===== src/rtl/weight_pingpong_ctrl_pkg.sv =====
// Shared constants for the weight ping-pong controller: widths, mode codes,
// bank geometry and FSM state encodings.
package weight_pingpong_ctrl_pkg;

  localparam int ADDR_W = 14;
  localparam int DATA_W = 32;

  localparam logic [2:0] MODE_FC  = 3'd0;
  localparam logic [2:0] MODE_CNN = 3'd1;

  // Bank-1 base address seen by the read side, and the matching read length limit
  localparam int BANK1_PTR_FC  = 512;
  localparam int BANK1_PTR_CNN = 2048;

  // Loader FSM
  localparam logic [0:0] LD_IDLE = 1'b0;
  localparam logic [0:0] LD_RUN  = 1'b1;

  // Reader FSM
  localparam logic [1:0] RD_IDLE  = 2'd0;
  localparam logic [1:0] RD_RUN   = 2'd1;
  localparam logic [1:0] RD_DRAIN = 2'd2;

  function automatic logic mode_legal(input logic [2:0] m);
    return (m == MODE_FC) || (m == MODE_CNN);
  endfunction

endpackage


===== src/rtl/weight_pingpong_ctrl_bank_tracker.sv =====
// Tracks which of the two weight banks hold valid data, which bank the loader
// fills next and which bank the reader drains next.
module ping_pong_bank_tracker
  import weight_pingpong_ctrl_pkg::*;
(
  input  logic       clk,
  input  logic       reset,
  input  logic       ld_commit,   // last beat of a load: mark fill bank full, advance
  input  logic       rd_release,  // final drain cycle: mark read bank empty, advance
  output logic [1:0] bank_full,
  output logic       fill_bank,
  output logic       read_bank,
  output logic       fill_free    // fill bank usable now, counting a same-cycle release
);

  logic [1:0] bank_full_reg;
  logic [1:0] bank_full_next;
  logic       fill_bank_reg;
  logic       read_bank_reg;

  genvar gi;
  generate
    for (gi = 0; gi < 2; gi++) begin : g_bank
      // Commit wins over release; they never address the same bank in one cycle
      assign bank_full_next[gi] =
        (ld_commit && (fill_bank_reg == 1'(gi)))  ? 1'b1 :
        (rd_release && (read_bank_reg == 1'(gi))) ? 1'b0 :
                                                    bank_full_reg[gi];
    end
  endgenerate

  // Bank flags and pointers advance only when their own operation completes
  always_ff @(posedge clk or negedge reset) begin
    if (!reset) begin
      bank_full_reg <= 2'b00;
      fill_bank_reg <= 1'b0;
      read_bank_reg <= 1'b0;
    end else begin
      bank_full_reg <= bank_full_next;
      if (ld_commit)
        fill_bank_reg <= ~fill_bank_reg;
      if (rd_release)
        read_bank_reg <= ~read_bank_reg;
    end
  end

  assign bank_full = bank_full_reg;
  assign fill_bank = fill_bank_reg;
  assign read_bank = read_bank_reg;
  assign fill_free = !bank_full_reg[fill_bank_reg] ||
                     (rd_release && (read_bank_reg == fill_bank_reg));

endmodule


===== src/rtl/weight_pingpong_ctrl.sv =====
// Ping-pong controller for the weight memory: a loader streams words into the
// fill bank while a reader sequences reads out of the other, full bank.
module weight_pingpong_ctrl #(
  parameter int ADDR_W = weight_pingpong_ctrl_pkg::ADDR_W,
  parameter int DATA_W = weight_pingpong_ctrl_pkg::DATA_W
) (
  input  logic              clk,
  input  logic              reset,
  input  logic [2:0]        mode,
  input  logic              ld_start,
  input  logic [ADDR_W-1:0] ld_len,
  input  logic              ld_valid,
  output logic              ld_ready,
  input  logic [DATA_W-1:0] ld_data,
  output logic              wr_en_fc,
  output logic              wr_en_cnn,
  output logic [ADDR_W-1:0] wr_addr,
  output logic [DATA_W-1:0] wr_data,
  input  logic              rd_start,
  input  logic [ADDR_W-1:0] rd_len,
  input  logic              rd_stall,
  output logic              rd_en,
  output logic [ADDR_W-1:0] rd_addr,
  output logic [ADDR_W-1:0] weight_memory_pointer,
  output logic [1:0]        bank_full,
  output logic              ld_busy,
  output logic              rd_busy,
  output logic              ld_done,
  output logic              rd_done,
  output logic              err
);

  import weight_pingpong_ctrl_pkg::*;

  localparam logic [ADDR_W-1:0] ONE        = {{(ADDR_W-1){1'b0}}, 1'b1};
  localparam logic [ADDR_W-1:0] LD_LEN_MAX = {1'b1, {(ADDR_W-1){1'b0}}};

  logic              ld_state_reg;
  logic [2:0]        ld_mode_reg;
  logic [ADDR_W-1:0] ld_len_reg;
  logic [ADDR_W-1:0] ld_offset_reg;
  logic [1:0]        rd_state_reg;
  logic [2:0]        rd_mode_reg;
  logic [ADDR_W-1:0] rd_len_reg;
  logic [ADDR_W-1:0] rd_addr_reg;
  logic              ld_done_reg;
  logic              rd_done_reg;
  logic              err_reg;

  logic              fill_bank;
  logic              read_bank;
  logic              fill_free;
  logic [ADDR_W-1:0] rd_len_max;
  logic              ld_accept;
  logic              rd_accept;
  logic              ld_xfer;
  logic              ld_last;
  logic              rd_issue;
  logic              rd_last;
  logic              rd_release;

  ping_pong_bank_tracker u_tracker (
    .clk        (clk),
    .reset      (reset),
    .ld_commit  (ld_last),
    .rd_release (rd_release),
    .bank_full  (bank_full),
    .fill_bank  (fill_bank),
    .read_bank  (read_bank),
    .fill_free  (fill_free)
  );

  // Start qualification and per-cycle handshake decode
  always_comb begin
    rd_len_max = (mode == MODE_CNN) ? ADDR_W'(BANK1_PTR_CNN) : ADDR_W'(BANK1_PTR_FC);
    ld_accept  = ld_start && (ld_state_reg == LD_IDLE) && fill_free && mode_legal(mode) &&
                 (ld_len != '0) && (ld_len <= LD_LEN_MAX);
    rd_accept  = rd_start && (rd_state_reg == RD_IDLE) && bank_full[read_bank] &&
                 mode_legal(mode) && (rd_len != '0) && (rd_len <= rd_len_max);
    ld_xfer    = (ld_state_reg == LD_RUN) && ld_valid;
    ld_last    = ld_xfer && (ld_offset_reg == ld_len_reg - ONE);
    rd_issue   = (rd_state_reg == RD_RUN) && !rd_stall;
    rd_last    = rd_issue && (rd_addr_reg == rd_len_reg - ONE);
    rd_release = (rd_state_reg == RD_DRAIN);
  end

  // Loader: latch the request, then count accepted beats up to ld_len
  always_ff @(posedge clk or negedge reset) begin
    if (!reset) begin
      ld_state_reg  <= LD_IDLE;
      ld_mode_reg   <= MODE_FC;
      ld_len_reg    <= '0;
      ld_offset_reg <= '0;
      ld_done_reg   <= 1'b0;
    end else begin
      ld_done_reg <= ld_last;
      if (ld_state_reg == LD_IDLE) begin
        if (ld_accept) begin
          ld_state_reg  <= LD_RUN;
          ld_mode_reg   <= mode;
          ld_len_reg    <= ld_len;
          ld_offset_reg <= '0;
        end
      end else if (ld_xfer) begin
        if (ld_last) begin
          ld_state_reg  <= LD_IDLE;
          ld_offset_reg <= '0;
        end else begin
          ld_offset_reg <= ld_offset_reg + ONE;
        end
      end
    end
  end

  // Reader: issue rd_len beats around stalls, then one drain cycle for read latency
  always_ff @(posedge clk or negedge reset) begin
    if (!reset) begin
      rd_state_reg <= RD_IDLE;
      rd_mode_reg  <= MODE_FC;
      rd_len_reg   <= '0;
      rd_addr_reg  <= '0;
      rd_done_reg  <= 1'b0;
    end else begin
      rd_done_reg <= rd_release;
      case (rd_state_reg)
        RD_IDLE: begin
          if (rd_accept) begin
            rd_state_reg <= RD_RUN;
            rd_mode_reg  <= mode;
            rd_len_reg   <= rd_len;
            rd_addr_reg  <= '0;
          end
        end
        RD_RUN: begin
          if (rd_issue) begin
            if (rd_last)
              rd_state_reg <= RD_DRAIN;
            else
              rd_addr_reg <= rd_addr_reg + ONE;
          end
        end
        RD_DRAIN: begin
          rd_state_reg <= RD_IDLE;
          rd_addr_reg  <= '0;
        end
        default: rd_state_reg <= RD_IDLE;
      endcase
    end
  end

  // Any rejected start (illegal or while busy) gives a single-cycle error pulse
  always_ff @(posedge clk or negedge reset) begin
    if (!reset)
      err_reg <= 1'b0;
    else
      err_reg <= (ld_start && !ld_accept) || (rd_start && !rd_accept);
  end

  assign ld_ready  = (ld_state_reg == LD_RUN);
  assign ld_busy   = (ld_state_reg == LD_RUN);
  assign wr_en_fc  = ld_xfer && (ld_mode_reg == MODE_FC);
  assign wr_en_cnn = ld_xfer && (ld_mode_reg == MODE_CNN);
  assign wr_addr   = ld_xfer ? {fill_bank, ld_offset_reg[ADDR_W-2:0]} : '0;
  assign wr_data   = ld_xfer ? ld_data : '0;

  assign rd_busy = (rd_state_reg != RD_IDLE);
  assign rd_en   = rd_issue;
  assign rd_addr = rd_addr_reg;
  // read_bank only moves when the drain ends, so the base is stable for a whole read
  assign weight_memory_pointer = !read_bank ? '0 :
                                 (rd_mode_reg == MODE_CNN) ? ADDR_W'(BANK1_PTR_CNN) :
                                                             ADDR_W'(BANK1_PTR_FC);

  assign ld_done = ld_done_reg;
  assign rd_done = rd_done_reg;
  assign err     = err_reg;

endmodule


===== config.mk =====
export PLATFORM = sky130hd
export DESIGN_NAME = weight_pingpong_ctrl
export DESIGN_NICKNAME = d
export VERILOG_FILES = /design/src/rtl/weight_pingpong_ctrl_pkg.sv /design/src/rtl/weight_pingpong_ctrl_bank_tracker.sv /design/src/rtl/weight_pingpong_ctrl.sv
export SDC_FILE = /design/constraint.sdc
export NUM_CORES = 1
export LEC_CHECK = 0
export CAP_MARGIN = 15
export CORE_AREA = 2 2 89 125
export CTS_BUF_LIST = sky130_fd_sc_hd__clkbuf_8 sky130_fd_sc_hd__clkbuf_16
export DETAILED_ROUTE_END_ITERATION = 8
export DIE_AREA = 0 0 91 127
export HOLD_SLACK_MARGIN = 0.12
export PLACE_DENSITY = 0.83
export SYNTH_ARGS = -nofsm -noshare
export SYNTH_HDL_FRONTEND = slang
export SYNTH_SLANG_ARGS = --single-unit
export TNS_END_PERCENT = 1

===== constraint.sdc =====
create_clock -name clk -period 3 [get_ports clk]
set_input_delay 0.45 -clock clk [delete_from_list [all_inputs] [get_ports clk]]
set_output_delay 0.45 -clock clk [all_outputs]
set_load 0.01 [all_outputs]

==> impl_metrics.env, run 1 <==
export IMPL_crit_path_start_kind="flop"
export IMPL_end_kind="flop"
export IMPL_dp_hpwl_um=11140
export IMPL_via_per_inst=5.710
export IMPL_ys_ff_latch=72
export IMPL_hold_viol_final=0
export IMPL_hold_buffers=0
export IMPL_crit_chain="inv_1 -> ha_1 -> or4b_4 -> nor4b_1 -> o211ai_1 -> a211oi_2 -> and3_1 -> o21ai_1 -> a31oi_1"
export IMPL_drv_slew=0
export IMPL_dr_pass1_iters=4
export IMPL_initial_core_util_pct=46.00
export IMPL_tritoncts_num_buffers=9
export IMPL_r2r_setup_slack_ps=170
export IMPL_worstPathRequired_ps=3260
export IMPL_setup_viol=0
export IMPL_finalClockSkew_ps=5.682
export IMPL_drtAntennaViolNets=0
export IMPL_cts_tree="done"
export IMPL_htree_levels=3
export IMPL_clock_latency_ps=340
export IMPL_grt_use_total_pct=25.26
export IMPL_swShare_pct=27.27
export IMPL_critPathMaxFanout=7
export IMPL_hp_class="input port to asynchronous set/reset pin"
export IMPL_rsz0062_at_grt="yes"
export IMPL_synth_flop_cell="dfrtp_1"
export IMPL_p_sw_uw=710.7
export IMPL_synth_most_common_cell="dfrtp_1"
export IMPL_power_mw=2.606
export IMPL_crit_family="simple AND/OR/NAND/NOR gates"
export IMPL_path_clk_slew_ps=60
export IMPL_syn_avg_cell_area_um2=9.138
export IMPL_nets=747
export IMPL_yosys_top_cells_area="dfrtp_1, and3_1, mux2_2, xnor2_1, nand2_1"
export IMPL_fp_dieW_um=91
export IMPL_grt_pass1_wl_um=23170
export IMPL_coreArea_um2=10350
export IMPL_syn_area_um2=4761
export IMPL_clk_root_buffer_cell="clkbuf_16"
export IMPL_antenna_found_initial=0
export IMPL_max_cap_violations=0
export IMPL_n_antenna_cell=0
export IMPL_powerDensity_nw_per_um2=389.0
export IMPL_relSlewSlack_pct=66.26
export IMPL_outcome="finished, final reports clean"
export IMPL_dr_total_vias=4654
export IMPL_fin_crit_sh_pct=94.47
export IMPL_die_h_um=127
export IMPL_p_comb_share_pct=17.3
export IMPL_grt_pass1_vias=4475
export IMPL_rows=44
export IMPL_min_period_ps=2834
export IMPL_synth_seq_area_share_pct=37.84
export IMPL_p_leak_nw=2.977
export IMPL_drt_iter0_drc=268
export IMPL_syn_to_final_growth_pct=40.71
export IMPL_routed_wl_um=14720
export IMPL_yosys_top_cells_count="dfrtp_1, and3_1, nand2_1"
export IMPL_netlist_area_leader_share_pct=37.84
export IMPL_crit_path_max_incr_delay_ps=540
export IMPL_synth_top_area_cell="dfrtp_1"
export IMPL_cp_arrival_ps=3090
export IMPL_io_buffers=141
export IMPL_r2r_cells=9
export IMPL_die_area_um2=11560
export IMPL_grt_ovfl_total=0
export IMPL_yosys_warnings=0
export IMPL_p_clk_share_pct=40.4
export IMPL_wl_per_cell_um=18.06
export IMPL_power_frac_seq_pct=42.3
export IMPL_vdd_drop_max_mv=0.2993
export IMPL_synth_cell_type_count=63
export IMPL_reg2reg_to="rd_addr[5]"
export IMPL_drc_errors=0
export IMPL_async_flop_share_pct=100.0
export IMPL_internal_power_mw=1.895
export IMPL_synth_edf_count=0
export IMPL_max_freq_mhz=352.8
export IMPL_critPathKind="flop to flop"
export IMPL_hold_slack_ps=112.1
export IMPL_cp_slowest_cell="or4b_4"
export IMPL_cp_num_buf_inv=1
export IMPL_cts_num_sinks=72
export IMPL_io_pins=154
export IMPL_syn_inst=521
export IMPL_clock_path_buffers=2
export IMPL_r2r_start="rd_len_reg[0]"
export IMPL_drive_gt1_share_pct=12.11
export IMPL_worst_pin_slew_ps=504.4
export IMPL_grt_max_degree=73
export IMPL_fillers=865
export IMPL_place_gp_congestion=0.8772
-- metrics by stage --
stage	TNS (ps)	cell area [um^2]	instances	worst slack [ps]	utilization [%]
floorplan	0	4802	532	303.6	-
CTS	0	6656	813	125.9	64.31
finish	0	6699	815	165.8	64.72
detailed placement	-220.7	6367	797	-62.04	61.52
global route	-5.383	6699	815	-5.383	64.72
global placement	0	6367	797	67.62	61.52
-- worst reg2reg max path, cell delays in order, from the launching register on --
cell,delay (ps)
dfrtp_1,370
inv_1,60
ha_1,210
or4b_4,540
nor4b_1,380
o211ai_1,200
a211oi_2,230
and3_1,360
o21ai_1,190
a31oi_1,200
-- layout make-up --
type	instances	area, um^2	share of cell area [%]
multi-input combinational	405	2745	40.98
clock buffer	9	225.2	3.362
tap	138	172.7	2.578
clock inverter	7	63.81	0.9526
inverter	17	63.81	0.9526
sequential	72	1802	26.90
timing repair buffer	167	1627	24.28
-- worst max path at each step --
| stage | slack [ps] | end | start | cells past startpoint |
|---|---|---|---|---|
| floorplan | 300 | ld_offset_reg[11] | ld_len_reg[0] | 9 |
| finish | 170 | rd_addr[5] | rd_len_reg[0] | 9 |
| detailed placement | -60 | rd_addr[5] | rd_len[5] | 8 |
| global placement | 70 | rd_addr[4] | rd_len[5] | 8 |
| global route | -5 | rd_addr[11] | rd_len_reg[1] | 10 |
| CTS | 130 | ld_offset_reg[3] | ld_len_reg[0] | 9 |
-- power by group through the flow --
stage | Combinational (mW) | Sequential (mW) | Clock, mW
after floorplan | 0.194 | 1.10 | 0
after global placement | 0.435 | 1.12 | 0
after detailed placement | 0.448 | 1.12 | 0
after CTS | 0.451 | 1.10 | 1.07
after global routing | 0.490 | 1.11 | 1.11
final | 0.451 | 1.10 | 1.05
-- layer usage --
metal,track usage [%],routed length [um],vias up
met3,4.540,823,38
met5,0,0,-
met2,44.01,7658,195
met4,10.96,610,0
met1,30.56,5622,2254
li1,-,-,2167
-- cell usage in the layout, fill, tap and decap left out, drive strengths merged, types with 9 or more instances in the layout --
cell type        n
clkdlybuf4s50  140
dfrtp           72
and3            54
nand2           35
nor2            31
xnor2           28
buf             27
mux2            26
o21ai           25
inv             17
nand3           16
a21oi           16
nor3            15
xor2            14
conb            12
and2            11
nand4           10
clkbuf           9
-- timing repair --
action / CTS / global route
gates resized for setup: 0 / 4
endpoints found under the setup margin: 0 / 20
setup buffers: 0 / 1
-- cells by family after synthesis --
family / count (synthesis) / synth area share, %
other cells: 1 / 0.07877
fa+ha+maj: 6 / 1.577
flops: 72 / 37.84
compound gates: 84 / 12.22
xor+xnor: 42 / 7.727
mux: 29 / 6.781
buf+inv: 56 / 6.097
simple gates: 231 / 27.67
Note: power is estimated with default switching activity, not from simulation.
==> run 2, diff against run 1 <==
--- a/config.mk
+++ b/config.mk
@@ -11,7 +11,7 @@
 export DETAILED_ROUTE_END_ITERATION = 8
 export DIE_AREA = 0 0 91 127
 export HOLD_SLACK_MARGIN = 0.12
-export PLACE_DENSITY = 0.83
+export PLACE_DENSITY = 0.84
 export SYNTH_ARGS = -nofsm -noshare
 export SYNTH_HDL_FRONTEND = slang
 export SYNTH_SLANG_ARGS = --single-unit
==> run 2 against run 1 <==
  * Critical path depth is 1 higher
  * Core utilization is 0.39 points lower
  * Worst setup slack worse by 25 ps
  * Combinational power is 4.9% lower
  * Non-clock buffer count is 3 lower
  * Clock skew is 3.2 ps higher
  * First-iteration DRC count stayed put
  * Die area stayed put
  * Clock power hardly changed
  * Critical path type unchanged
  * Largest power group unchanged
  * Highest routed layer unchanged
==> impl_metrics.env, run 2 (synthesis results as in run 1) <==
export IMPL_via_per_inst=5.767
export IMPL_p_clk_share_pct=41.1
export IMPL_setup_viol=0
export IMPL_multi_input_area_um2=2743
export IMPL_cp_num_buf_inv=2
export IMPL_end_kind="flop"
export IMPL_outcome="finished, final reports clean"
export IMPL_dp_hpwl_um=11320
export IMPL_drtAntennaViolNets=0
export IMPL_crit_cells=10
export IMPL_vdd_drop_max_mv=0.2899
export IMPL_grt_max_degree=73
export IMPL_drv_slew=0
export IMPL_die_area_um2=11560
export IMPL_critPathKind="flop to flop"
export IMPL_dr_pass1_iters=5
export IMPL_grt_use_total_pct=25.85
export IMPL_wl_per_cell_um=18.43
export IMPL_nets=744
export IMPL_grt_pass1_wl_um=23910
export IMPL_initial_core_util_pct=46.00
export IMPL_rsz0062_at_grt="yes"
export IMPL_r2r_setup_slack_ps=140
export IMPL_antenna_found_initial=0
export IMPL_worstPathRequired_ps=3210
export IMPL_cts_tree="done"
export IMPL_relSlewSlack_pct=38.00
export IMPL_drive_gt1_share_pct=12.17
export IMPL_hold_buffers=0
export IMPL_place_gp_congestion=0.9143
export IMPL_max_cap_violations=0
export IMPL_cp_slowest_cell="or4b_2"
export IMPL_final_common_cell="clkdlybuf4s50_1"
export IMPL_grt_pass1_vias=4768
export IMPL_crit_path_max_incr_delay_ps=660
export IMPL_dr_total_vias=4683
export IMPL_path_clk_slew_ps=60
export IMPL_fillers=877
export IMPL_hold_viol_final=0
export IMPL_power_frac_seq_pct=42.4
export IMPL_min_period_ps=2859
export IMPL_r2r_cells=10
export IMPL_drc_errors=0
export IMPL_clk_root_buffer_cell="clkbuf_16"
export IMPL_coreArea_um2=10350
export IMPL_powerDensity_nw_per_um2=392.3
export IMPL_die_h_um=127
export IMPL_critPathMaxFanout=6
export IMPL_cts_resized_gates=0
export IMPL_p_leak_nw=2.966
export IMPL_crit_family="simple AND/OR/NAND/NOR gates"
export IMPL_hp_class="input port to asynchronous set/reset pin"
export IMPL_grt_ovfl_total=0
export IMPL_tritoncts_num_buffers=9
export IMPL_crit_chain="inv_1 -> ha_2 -> or4b_2 -> o31ai_2 -> nand4b_1 -> nor4b_2 -> o2111ai_2 -> buf_4 -> nand2_1 -> o21ai_0"
export IMPL_reg2reg_to="ld_offset_reg[2]"
export IMPL_fin_crit_sh_pct=95.30
export IMPL_cts_num_sinks=72
export IMPL_cp_arrival_ps=3060
export IMPL_io_pins=154
export IMPL_rows=44
export IMPL_finalClockSkew_ps=8.866
export IMPL_syn_to_final_growth_pct=39.87
export IMPL_swShare_pct=26.86
export IMPL_crit_path_start_kind="flop"
export IMPL_max_freq_mhz=349.8
export IMPL_layout_common_cells="clkdlybuf4s50_1, dfrtp_1, and3_1"
export IMPL_p_comb_share_pct=16.4
export IMPL_n_antenna_cell=0
export IMPL_seq_area_um2=1802
export IMPL_post_cts_buffers=0
export IMPL_drt_iter0_drc=268
export IMPL_clock_latency_ps=330
export IMPL_io_buffers=141
export IMPL_fp_dieW_um=91
export IMPL_htree_levels=3
export IMPL_hold_slack_ps=324.7
export IMPL_p_sw_uw=701.8
export IMPL_routed_wl_um=14960
export IMPL_r2r_start="ld_len_reg[1]"
export IMPL_final_util_pct=64.34
export IMPL_clock_path_buffers=2
export IMPL_worst_pin_slew_ps=929.9
export IMPL_internal_power_mw=1.911
==> run 2: through the flow <==
stage	power, mW	cell area (um^2)	TNS, ps	cells	worst slack, ps
floorplan	1.298	4802	0	532	303.6
global placement	1.535	6327	0	795	30.61
detailed placement	1.550	6327	0	795	6.954
CTS	2.623	6626	0	811	156.2
global route	2.724	6659	-210.4	812	-35.20
finish	2.612	6659	0	812	141.1
==> run 2: cell type report <==
class                   count  share of cell area, %
inverters                  17                 0.9583
repair buffers            164                  23.71
multi-input cells         405                  41.19
flip-flops and latches     72                  27.06
well taps                 138                  2.593
clock inverters             6                 0.9019
clock buffers              10                  3.589
==> run 2: layer usage <==
| metal | track usage [%] | routed length (um) | up-vias | share of wire, % |
|---|---|---|---|---|
| met5 | 0 | 0 | - | 0 |
| met4 | 12.48 | 536 | 0 | 3.6 |
| met3 | 4.481 | 771 | 36 | 5.2 |
| met2 | 46.54 | 8067 | 190 | 54 |
| met1 | 29.53 | 5588 | 2296 | 37 |
| li1 | - | - | 2161 | - |
==> run 2: how the worst max path moves through the flow <==
stage	endpoint	from	slack (ps)
floorplan	ld_offset_reg[11]	ld_len_reg[0]	300
global route	ld_offset_reg[2]	ld_len_reg[1]	-40
CTS	ld_offset_reg[6]	ld_len_reg[1]	160
finish	ld_offset_reg[2]	ld_len_reg[1]	140
global placement	rd_addr[5]	rd_len[5]	30
detailed placement	rd_addr[4]	rd_len[5]	7
==> run 2: worst reg2reg max path, delay by kind of cell (launching register included) <==
family | cells | cell delay [ps]
flops | 1 | 400
buf+inv | 2 | 320
fa+ha+maj | 1 | 210
simple gates | 4 | 1200
compound gates | 3 | 610
==> run 2: power groups by stage <==
stage	Clock [mW]	Combinational [mW]	Sequential, mW
global placement	0	0.413	1.12
CTS	1.09	0.428	1.11
detailed placement	0	0.425	1.13
global route	1.13	0.476	1.12
finish	1.07	0.429	1.11
floorplan	0	0.194	1.10
==> run 3, diff against run 2 <==
--- a/config.mk
+++ b/config.mk
@@ -12,6 +12,7 @@
 export DIE_AREA = 0 0 91 127
 export HOLD_SLACK_MARGIN = 0.12
 export PLACE_DENSITY = 0.84
+export REMOVE_ABC_BUFFERS = 1
 export SYNTH_ARGS = -nofsm -noshare
 export SYNTH_HDL_FRONTEND = slang
 export SYNTH_SLANG_ARGS = --single-unit
==> run 3 against run 2 <==
  * Via count down 1.9%
  * Hold slack worse by 130 ps
  * Non-clock buffer count is 3 higher
  * Worst setup slack improved by 12 ps
  * Die area is the same
  * Cell area shrank 0.11%
  * Global-route usage decreased by 0.97 points
  * Core utilization decreased by 0.072 points
  * Power down 4.1%
  * Clock power fell by 9.6%
  * Critical path type unchanged
  * Highest routed layer unchanged
==> impl_metrics.env, run 3 (synthesis results as in run 1) <==
export IMPL_initial_core_util_pct=46.00
export IMPL_setup_viol=0
export IMPL_cp_arrival_ps=3060
export IMPL_critPathMaxFanout=10
export IMPL_min_period_ps=2847
export IMPL_nets=746
export IMPL_path_clk_slew_ps=60
export IMPL_antenna_found_initial=0
export IMPL_syn_to_final_growth_pct=39.71
export IMPL_via_per_inst=5.648
export IMPL_power_mw=2.505
export IMPL_fin_crit_sh_pct=94.89
export IMPL_p_comb_share_pct=17.2
export IMPL_drive_gt1_share_pct=11.85
export IMPL_dp_hpwl_um=10960
export IMPL_fp_dieW_um=91
export IMPL_crit_start="ld_len_reg[1]"
export IMPL_seq_area_um2=1802
export IMPL_clock_latency_ps=340
export IMPL_power_frac_seq_pct=44.1
export IMPL_post_cts_buffers=0
export IMPL_multi_input_area_um2=2721
export IMPL_clk_root_buffer_cell="clkbuf_16"
export IMPL_clock_path_buffers=2
export IMPL_drv_slew=0
export IMPL_tritoncts_num_buffers=9
export IMPL_worstPathRequired_ps=3210
export IMPL_p_clk_share_pct=38.6
export IMPL_routed_wl_um=14310
export IMPL_grt_max_degree=53
export IMPL_hold_slack_ps=195.7
export IMPL_post_place_ws_ps=-25.71
export IMPL_rows=44
export IMPL_worst_pin_slew_ps=786.6
export IMPL_r2r_start="ld_len_reg[1]"
export IMPL_drtAntennaViolNets=0
export IMPL_crit_path_start_kind="flop"
export IMPL_dr_pass1_iters=5
export IMPL_max_cap_violations=0
export IMPL_placed_cell_area_um2=6375
export IMPL_hp_class="input port to asynchronous set/reset pin"
export IMPL_relSlewSlack_pct=47.56
export IMPL_drc_errors=0
export IMPL_drt_iter0_drc=218
export IMPL_setup_ws_ps=153.3
export IMPL_rsz0062_at_grt="yes"
export IMPL_io_pins=154
export IMPL_powerDensity_nw_per_um2=376.6
export IMPL_p_sw_uw=684.3
export IMPL_grt_ovfl_total=0
export IMPL_finalNonFillerCells=813
export IMPL_p_leak_nw=2.971
export IMPL_dr_total_vias=4592
export IMPL_htree_levels=3
export IMPL_layout_common_cells="clkdlybuf4s50_1, dfrtp_1, and3_1"
export IMPL_hold_viol_final=0
export IMPL_r2r_setup_slack_ps=150
export IMPL_wl_per_cell_um=17.61
export IMPL_n_antenna_cell=0
export IMPL_grt_use_total_pct=24.88
export IMPL_cts_num_sinks=72
export IMPL_hold_buffers=0
export IMPL_vdd_drop_max_mv=0.3023
export IMPL_end_kind="flop"
export IMPL_swShare_pct=27.32
export IMPL_grt_pass1_vias=4800
export IMPL_max_freq_mhz=351.3
export IMPL_dp_cells=798
export IMPL_final_common_cell="clkdlybuf4s50_1"
export IMPL_place_gp_congestion=0.8952
export IMPL_outcome="finished, final reports clean"
export IMPL_cts_tree="done"
export IMPL_die_area_um2=11560
export IMPL_coreArea_um2=10350
export IMPL_stdcell_area_um2=6651
export IMPL_io_buffers=141
export IMPL_critPathKind="flop to flop"
export IMPL_internal_power_mw=1.821
export IMPL_fillers=873
export IMPL_grt_pass1_wl_um=23050
export IMPL_finalClockSkew_ps=7.422
export IMPL_die_h_um=127
## run 3: repair_timing
| action | in CTS | in global routing |
|---|---|---|
| resized for setup | 0 | 3 |
| setup endpoints to repair | 0 | 13 |
| hold endpoints to repair | 0 | 0 |
## run 3: layout make-up
| type | count | share of cell area [%] |
|---|---|---|
| tap | 138 | 2.596 |
| inverter | 17 | 0.9594 |
| clock inverter | 5 | 0.3950 |
| multi-input combinational | 404 | 40.91 |
| timing repair buffer | 167 | 24.45 |
| clock buffer | 10 | 3.593 |
| sequential | 72 | 27.09 |
## run 3: path summary, 6_finish.rpt
path	cells past startpoint	to
worst max register to register	9	ld_offset_reg[7]
min in group clk	1	rd_mode_reg[0]
worst min-delay path	1	ld_offset_reg[9]
worst min register to register	1	rd_mode_reg[0]
max in group asynchronous	2	rd_len_reg[7]
worst max-delay path	9	ld_offset_reg[7]
## run 3: worst max-delay path, cell delays in order, from the launching register on
cell and delay [ps]:
dfrtp_1 400, inv_1 70, ha_1 210, or4b_2 640
o31ai_1 260, nand4b_1 180, nor4b_2 300, o2111ai_2 220
a21oi_4 340, nor2_1 90
## run 3: layer usage
metal	GRT usage, %	share of wire [%]	vias up	wire, um
li1	-	-	2167	-
met1	27.19	37	2203	5291
met2	46.14	54	175	7766
met3	3.774	5.1	47	723
met4	12.92	3.7	0	532
met5	0	0	-	0
## run 3: stage by stage
step / utilization, % / TNS, ps
after floorplan: - / 0
after global placement: 61.59 / 0
after detailed placement: 61.59 / -73.97
after CTS: 64.16 / 0
after global routing: 64.27 / -8.251
final: 64.27 / 0
## run 3: power by group through the flow
stage / logic, mW / registers [mW] / clock network (mW)
3_3_place_gp: 0.410 / 1.12 / 0
5_1_grt: 0.473 / 1.11 / 1.03
2_1_floorplan: 0.163 / 1.11 / 0
6_report: 0.432 / 1.11 / 0.967
4_1_cts: 0.430 / 1.10 / 0.986
3_5_place_dp: 0.425 / 1.12 / 0
